===== src/rtl/bp_pkg.sv =====
// Shared types for the jump-prediction resolve path: queue entry and resolver state.
package bp_pkg;

    typedef logic [31:0] addr_t;

    typedef struct packed {
        addr_t pc;
        logic  hit;
        addr_t pred_pc;
    } jq_entry_t;

    typedef enum logic {
        NORMAL  = 1'b0,
        RECOVER = 1'b1
    } jr_state_t;

endpackage


===== src/rtl/jht_resolver_if.sv =====
// Decode/EXE/JHT/redirect-facing signal bundle of the jump resolver.
interface jht_resolver_if #(
    parameter int CNT_BITS = 16
);
    import bp_pkg::*;

    logic                push_valid;
    logic                push_ready;
    addr_t               push_pc;
    logic                push_hit;
    addr_t               push_pred_pc;
    logic                resolve_valid;
    addr_t               resolve_pc;
    addr_t               resolve_dest;
    logic                flush;
    logic                mispredict;
    addr_t               redirect_pc;
    logic                jht_is_write;
    addr_t               jht_exec_pc;
    addr_t               jht_dest_pc;
    logic                desync;
    logic [CNT_BITS-1:0] hit_cnt;
    logic [CNT_BITS-1:0] miss_cnt;

    modport slave (
        input  push_valid, push_pc, push_hit, push_pred_pc,
        input  resolve_valid, resolve_pc, resolve_dest, flush,
        output push_ready, mispredict, redirect_pc,
        output jht_is_write, jht_exec_pc, jht_dest_pc,
        output desync, hit_cnt, miss_cnt
    );

    modport master (
        output push_valid, push_pc, push_hit, push_pred_pc,
        output resolve_valid, resolve_pc, resolve_dest, flush,
        input  push_ready, mispredict, redirect_pc,
        input  jht_is_write, jht_exec_pc, jht_dest_pc,
        input  desync, hit_cnt, miss_cnt
    );

endinterface


===== src/rtl/jq_fifo.sv =====
// In-order queue of fetch-time jump predictions; wrap-bit pointers, clear beats push.
module jq_fifo
    import bp_pkg::*;
#(
    parameter int DEPTH = 8
) (
    input  logic      clk,
    input  logic      resetn,
    input  logic      push,
    input  jq_entry_t push_data,
    input  logic      pop,
    input  logic      clear,
    output logic      full,
    output logic      empty,
    output jq_entry_t head
);
    localparam int AW = $clog2(DEPTH);

    logic [AW:0] wr_ptr, rd_ptr;
    jq_entry_t   mem [DEPTH];
    logic        do_push, do_pop;

    assign full    = (wr_ptr ^ rd_ptr) == {1'b1, {AW{1'b0}}};
    assign empty   = wr_ptr == rd_ptr;
    assign head    = mem[rd_ptr[AW-1:0]];
    assign do_push = push && !full && !clear;
    assign do_pop  = pop && !empty && !clear;

    always_ff @(posedge clk or negedge resetn) begin
        if (!resetn) begin
            wr_ptr <= '0;
            rd_ptr <= '0;
        end else if (clear) begin
            wr_ptr <= '0;
            rd_ptr <= '0;
        end else begin
            if (do_push) wr_ptr <= wr_ptr + 1'b1;
            if (do_pop)  rd_ptr <= rd_ptr + 1'b1;
        end
    end

    // Payload storage needs no reset: pointers alone define validity.
    always_ff @(posedge clk) begin
        if (do_push) mem[wr_ptr[AW-1:0]] <= push_data;
    end

endmodule


===== src/rtl/jht_resolver.sv =====
// Checks fetch-time JHT predictions against EXE-resolved targets, redirects and updates the JHT.
module jht_resolver
    import bp_pkg::*;
#(
    parameter int DEPTH    = 8,
    parameter int CNT_BITS = 16
) (
    input logic           clk,
    input logic           resetn,
    jht_resolver_if.slave bus
);
    jr_state_t state_q, state_d;
    jq_entry_t head, push_ent;
    logic      full, empty;
    logic      fifo_push, fifo_pop, fifo_clear;
    logic      rslv, head_match, correct, bad;

    assign push_ent = '{pc: bus.push_pc, hit: bus.push_hit, pred_pc: bus.push_pred_pc};

    jq_fifo #(.DEPTH(DEPTH)) u_fifo (
        .clk       (clk),
        .resetn    (resetn),
        .push      (fifo_push),
        .push_data (push_ent),
        .pop       (fifo_pop),
        .clear     (fifo_clear),
        .full      (full),
        .empty     (empty),
        .head      (head)
    );

    // Wrong-path resolves arriving during RECOVER are dropped.
    always_comb begin
        rslv       = bus.resolve_valid && (state_q == NORMAL);
        head_match = !empty && (head.pc == bus.resolve_pc);
        correct    = head_match && head.hit && (head.pred_pc == bus.resolve_dest);
        bad        = rslv && !correct;
    end

    assign bus.push_ready = !full && (state_q == NORMAL);
    assign fifo_push      = bus.push_valid && bus.push_ready && !bus.flush;
    assign fifo_pop       = rslv && correct;
    assign fifo_clear     = bus.flush || bad;

    always_ff @(posedge clk or negedge resetn) begin
        if (!resetn) state_q <= NORMAL;
        else         state_q <= state_d;
    end

    always_comb begin
        state_d = state_q;
        case (state_q)
            NORMAL:  if (bad) state_d = RECOVER;
            RECOVER: state_d = NORMAL;
            default: state_d = NORMAL;
        endcase
        if (bus.flush) state_d = NORMAL;
    end

    always_ff @(posedge clk or negedge resetn) begin
        if (!resetn) begin
            bus.mispredict   <= 1'b0;
            bus.redirect_pc  <= '0;
            bus.jht_is_write <= 1'b0;
            bus.jht_exec_pc  <= '0;
            bus.jht_dest_pc  <= '0;
            bus.desync       <= 1'b0;
            bus.hit_cnt      <= '0;
            bus.miss_cnt     <= '0;
        end else begin
            bus.mispredict   <= bad;
            bus.jht_is_write <= bad;
            if (bad) begin
                bus.redirect_pc <= bus.resolve_dest;
                bus.jht_exec_pc <= bus.resolve_pc;
                bus.jht_dest_pc <= bus.resolve_dest;
                if (bus.miss_cnt != '1) bus.miss_cnt <= bus.miss_cnt + 1'b1;
            end
            if (rslv && correct && bus.hit_cnt != '1) bus.hit_cnt <= bus.hit_cnt + 1'b1;
            if (rslv && !head_match) bus.desync <= 1'b1;
        end
    end

endmodule


===== src/flat_wrapper.sv =====
// flat-port wrapper written by rule: the top's interface ports become plain ports
module jht_resolver_flat import bp_pkg::*;
#(
    parameter int DEPTH    = 8,
    parameter int CNT_BITS = 16
)
  (clk, resetn, bus_push_valid, bus_push_pc, bus_push_hit, bus_push_pred_pc, bus_resolve_valid, bus_resolve_pc, bus_resolve_dest, bus_flush, bus_push_ready, bus_mispredict, bus_redirect_pc, bus_jht_is_write, bus_jht_exec_pc, bus_jht_dest_pc, bus_desync, bus_hit_cnt, bus_miss_cnt);
  jht_resolver_if #(.CNT_BITS(CNT_BITS)) bus_i ();
  input logic clk;
  input logic resetn;
  input wire logic [$bits(bus_i.push_valid)-1:0] bus_push_valid;
  input wire logic [$bits(bus_i.push_pc)-1:0] bus_push_pc;
  input wire logic [$bits(bus_i.push_hit)-1:0] bus_push_hit;
  input wire logic [$bits(bus_i.push_pred_pc)-1:0] bus_push_pred_pc;
  input wire logic [$bits(bus_i.resolve_valid)-1:0] bus_resolve_valid;
  input wire logic [$bits(bus_i.resolve_pc)-1:0] bus_resolve_pc;
  input wire logic [$bits(bus_i.resolve_dest)-1:0] bus_resolve_dest;
  input wire logic [$bits(bus_i.flush)-1:0] bus_flush;
  output wire logic [$bits(bus_i.push_ready)-1:0] bus_push_ready;
  output wire logic [$bits(bus_i.mispredict)-1:0] bus_mispredict;
  output wire logic [$bits(bus_i.redirect_pc)-1:0] bus_redirect_pc;
  output wire logic [$bits(bus_i.jht_is_write)-1:0] bus_jht_is_write;
  output wire logic [$bits(bus_i.jht_exec_pc)-1:0] bus_jht_exec_pc;
  output wire logic [$bits(bus_i.jht_dest_pc)-1:0] bus_jht_dest_pc;
  output wire logic [$bits(bus_i.desync)-1:0] bus_desync;
  output wire logic [$bits(bus_i.hit_cnt)-1:0] bus_hit_cnt;
  output wire logic [$bits(bus_i.miss_cnt)-1:0] bus_miss_cnt;
  assign bus_i.push_valid = bus_push_valid;
  assign bus_i.push_pc = bus_push_pc;
  assign bus_i.push_hit = bus_push_hit;
  assign bus_i.push_pred_pc = bus_push_pred_pc;
  assign bus_i.resolve_valid = bus_resolve_valid;
  assign bus_i.resolve_pc = bus_resolve_pc;
  assign bus_i.resolve_dest = bus_resolve_dest;
  assign bus_i.flush = bus_flush;
  assign bus_push_ready = bus_i.push_ready;
  assign bus_mispredict = bus_i.mispredict;
  assign bus_redirect_pc = bus_i.redirect_pc;
  assign bus_jht_is_write = bus_i.jht_is_write;
  assign bus_jht_exec_pc = bus_i.jht_exec_pc;
  assign bus_jht_dest_pc = bus_i.jht_dest_pc;
  assign bus_desync = bus_i.desync;
  assign bus_hit_cnt = bus_i.hit_cnt;
  assign bus_miss_cnt = bus_i.miss_cnt;
  jht_resolver #(.DEPTH(DEPTH), .CNT_BITS(CNT_BITS)) u_core (.clk(clk), .resetn(resetn), .bus(bus_i));
endmodule

===== config.mk =====
export PLATFORM = sky130hd
export DESIGN_NAME = jht_resolver_flat
export DESIGN_NICKNAME = d
export VERILOG_FILES = /design/src/rtl/bp_pkg.sv /design/src/rtl/jht_resolver_if.sv /design/src/rtl/jq_fifo.sv /design/src/rtl/jht_resolver.sv /design/src/flat_wrapper.sv
export SDC_FILE = /design/constraint.sdc
export NUM_CORES = 1
export LEC_CHECK = 0
export CAP_MARGIN = 20
export CORE_ASPECT_RATIO = 1.5
export CORE_MARGIN = 2
export CORE_UTILIZATION = 52
export CTS_BUF_LIST = sky130_fd_sc_hd__clkbuf_8 sky130_fd_sc_hd__clkbuf_16
export DETAILED_ROUTE_END_ITERATION = 10
export DONT_BUFFER_PORTS = 1
export PLACE_DENSITY = 0.67
export SLEW_MARGIN = 20
export SYNTH_ARGS = -nofsm -noshare
export SYNTH_HDL_FRONTEND = slang
export SYNTH_HIERARCHICAL = 1
export SYNTH_SLANG_ARGS = --single-unit

===== constraint.sdc =====
create_clock -name clk -period 12.6 [get_ports clk]
set_input_delay 1.89 -clock clk [delete_from_list [all_inputs] [get_ports clk]]
set_output_delay 1.89 -clock clk [all_outputs]
set_load 0.02 [all_outputs]

==> flow_metrics.env <==
export IMPL_status="complete, no violations"
export IMPL_actual_slew_at_the_worst_max_slew_pin_ps=1090
export IMPL_worstHoldPathType="flop to flop"
export IMPL_worst_setup_path_end_kind="flop"
export IMPL_clock_latency_ps=610
export IMPL_pin_count=266
export IMPL_post_synth_xor_area_fraction=0.0341
export IMPL_synth_nets=1395
export IMPL_initial_utilization=0.524
export IMPL_die_h_microns=274
export IMPL_clock_sinks=627
export IMPL_fmax_mhz=145
export IMPL_horizontal_die_dimension_microns=184
export IMPL_clockRootBuffer="sky130_fd_sc_hd__clkbuf_16"
export IMPL_grt_ovfl_total=0
export IMPL_post_route_min_period_ps=6880
export IMPL_dominant_combinational_cell_family_by_area_after_synthesis="multiplexers"
export IMPL_cts_buffer_depth=3
export IMPL_drt_iter0_markers=742
export IMPL_numPortBuffers=0
export IMPL_most_frequent_cells_in_the_layout="sky130_fd_sc_hd__edfxtp_1, sky130_fd_sc_hd__mux2_2, sky130_fd_sc_hd__mux4_2"
export IMPL_share_of_flip_flops_with_an_asynchronous_set_or_reset=0.171
export IMPL_irDropWorstVdd_mv=0.133
export IMPL_synth_simple_gate_area_frac=0.0356
export IMPL_via_count=11600
export IMPL_fin_tns_setup_ps=0
export IMPL_route_layer_met1_wl_mm=19.6
export IMPL_pwr_density_cell_nw_per_um2=155
export IMPL_design_final_nets=1388
export IMPL_design_core_area_sq_um=48300
export IMPL_synth_mux_area_frac=0.178
export IMPL_crit_path_max_fanout=53
export IMPL_design_die_area_sq_um=50500
export IMPL_synth_area_sq_um=25300
export IMPL_gp_routability_congestion=0.783
export IMPL_grt_start_max_net_pins=108
export IMPL_avgSynthCellArea_sq_um=20.1
export IMPL_number_of_buffers_inserted_by_hold_repair_at_cts=0
export IMPL_setup_worst_path_start_class="flop"
export IMPL_detail_route_drc_violations=0
export IMPL_highest_layer="met4"
export IMPL_post_route_period_util=0.546
export IMPL_crit_type="flop to flop"
export IMPL_final_hold_violating_endpoints=0
export IMPL_routed_wl_met2_mm=28.0
export IMPL_grt_first_pass_wirelength_mm=78.1
export IMPL_postSynth_topFlopCell="sky130_fd_sc_hd__edfxtp_1"
export IMPL_max_cap_violations=0
export IMPL_area_delta_synth_final_pct=9.37
export IMPL_grt_setup_unrepaired="false"
export IMPL_antenna_violations_before_repair=0
export IMPL_cellLeakagePower_nw=8.95
export IMPL_ys_seq_area_frac=0.723
export IMPL_ant_nets=0
export IMPL_worst_path_buf_inv=3
export IMPL_ys_types=49
export IMPL_hpwlAfterDp_mm=32.2
export IMPL_total_track_usage=0.213
export IMPL_cells_along_the_critical_path="buf_4 > buf_4 > mux4_2 > mux2_2 > xnor2_1 > nand4_1 > nor4_1 > nand3_1 > o21ai_4 > nand2b_1 > or4_1 > nor3b_2 > buf_4"
export IMPL_drt_wl_total_mm=52.5
export IMPL_cp_required_ps=12820
export IMPL_postCtsSetupBuffers=0
export IMPL_critPathArrivalTime_ps=7100
export IMPL_numCtsBuffers=56
export IMPL_final_layout_size_suffix_gt1_frac=0.314
export IMPL_wl_met3_mm=3.64
export IMPL_htree_levels=2
export IMPL_maxSlewHeadroom=0.275
export IMPL_synth_cells=1257
export IMPL_detailedPlace_worstSlack_ps=5640
export IMPL_finalCoreUtilization=0.573
export IMPL_synth_enable_flop_cells=520
export IMPL_cpMostUsedCell="sky130_fd_sc_hd__buf_4"
export IMPL_slowest_stage="sky130_fd_sc_hd__buf_4"
export IMPL_layout_cells_most_common="sky130_fd_sc_hd__edfxtp_1"
export IMPL_synth_area_in_compound_gates=0.00371
export IMPL_clk_transition_reported_paths_ps=60
export IMPL_synthAdderAreaFrac=0.00198
export IMPL_postSynthRegisterBits=627
export IMPL_yosysWarningCount=6
export IMPL_cts_tree="done"
export IMPL_setup_viol=0
export IMPL_critical_path_top_delay_family="simple AND/OR/NAND/NOR gates"
export IMPL_post_drt_wl_per_cell_microns=27.6
export IMPL_delay_contributed_by_the_slowest_stage_of_the_critical_path_ps=760
export IMPL_first_global_vias=12400
export IMPL_cts_repair_resize_count=0
export IMPL_ant_diodes=0
export IMPL_slew_viol_final=0
export IMPL_clock_skew_final_ps=20.3
export IMPL_fin_ws_ps=5720
export IMPL_detailedRoute_firstPassIterationCount=7
export IMPL_placementRows=99
export IMPL_routed_via_density=6.08
[where the power goes]
group	internal, W	total (W)	switching [W]
sequential	0.00229	0.00241	0.000116
combinational	0.0000567	0.000104	0.0000472
clock	0.00100	0.00176	0.000761
[path summary, 6_finish.rpt]
| check | start | to | slack (ps) | cells after the start |
|---|---|---|---|---|
| worst max-delay path | u_core/u_fifo/rd_ptr[0] | u_core/u_fifo/mem[2][18] | 5720 | 13 |
| worst min-delay path | u_core/bus.miss_cnt[5] | u_core/bus.miss_cnt[5] | 630 | 1 |
| worst max register to register | u_core/u_fifo/rd_ptr[0] | u_core/u_fifo/mem[2][18] | 5720 | 13 |
| worst min register to register | u_core/bus.miss_cnt[5] | u_core/bus.miss_cnt[5] | 630 | 1 |
| max in group asynchronous | resetn | u_core/bus.redirect_pc[20] | 11410 | 0 |
| min in group asynchronous | resetn | u_core/bus.miss_cnt[8] | 980 | 0 |
[per-layer routing]
layer,track usage,vias to the layer above
li1,-,5008
met1,0.252,6092
met2,0.385,409
met3,0.0503,72
met4,0.0627,0
met5,0,-
[synthesized netlist by cell type (8+ instances only)]
master	number	area [sq um]
sky130_fd_sc_hd__nand2_1	17	63.8
sky130_fd_sc_hd__xor2_1	31	272
sky130_fd_sc_hd__xnor2_1	62	543
sky130_fd_sc_hd__mux2_2	135	1520
sky130_fd_sc_hd__nand4_1	27	169
sky130_fd_sc_hd__nor4_1	9	56.3
sky130_fd_sc_hd__nor2_1	22	82.6
sky130_fd_sc_hd__mux4_2	130	2930
sky130_fd_sc_hd__inv_1	8	30.0
sky130_fd_sc_hd__buf_2	23	115
sky130_fd_sc_hd__clkbuf_1	19	71.3
sky130_fd_sc_hd__nand3_1	17	85.1
sky130_fd_sc_hd__buf_4	36	270
sky130_fd_sc_hd__edfxtp_1	520	15600
sky130_fd_sc_hd__nor3_1	13	65.1
sky130_fd_sc_hd__dfrtp_1	107	2680
sky130_fd_sc_hd__buf_6	10	113
[metrics by stage]
step	hold WS, ps	cell area, sq um	power [W]	instances
floorplan	566	25300	0.00255	1257
global placement	615	25700	0.00256	1798
detailed placement	618	25700	0.00256	1798
CTS	634	27700	0.00432	1904
global route	660	27700	0.00441	1904
finish	634	27700	0.00428	1904
[cells by family after synthesis]
| family | count (synthesis) |
|---|---|
| and+or+nand+nor | 151 |
| muxes | 270 |
| adders and majority gates | 4 |
| xor gates and xnor gates | 96 |
| DFF | 627 |
| buffers and inverters | 98 |
| AOI/OAI and AO/OA | 11 |
[sequential cells by signal, indices dropped and copies added (netlist names)]
name	flops
u_core/state_q	1
u_core/bus.miss_cnt	16
u_core/bus.desync	1
u_core/bus.jht_exec_pc	32
u_core/bus.hit_cnt	16
u_core/u_fifo/wr_ptr	4
u_core/bus.redirect_pc	32
u_core/bus.jht_is_write	1
u_core/u_fifo/rd_ptr	4
u_core/u_fifo/mem	520
[final cells by class]
cell class,instances,area [sq um]
Tap cell,606,758
Multi-Input combinational cell,532,6460
Inverter,8,30.0
Clock inverter,43,409
Sequential cell,627,18300
Fill cell,3594,20600
Clock buffer,63,1530
Timing Repair Buffer,25,188
Power figures use the tool's default switching activity.
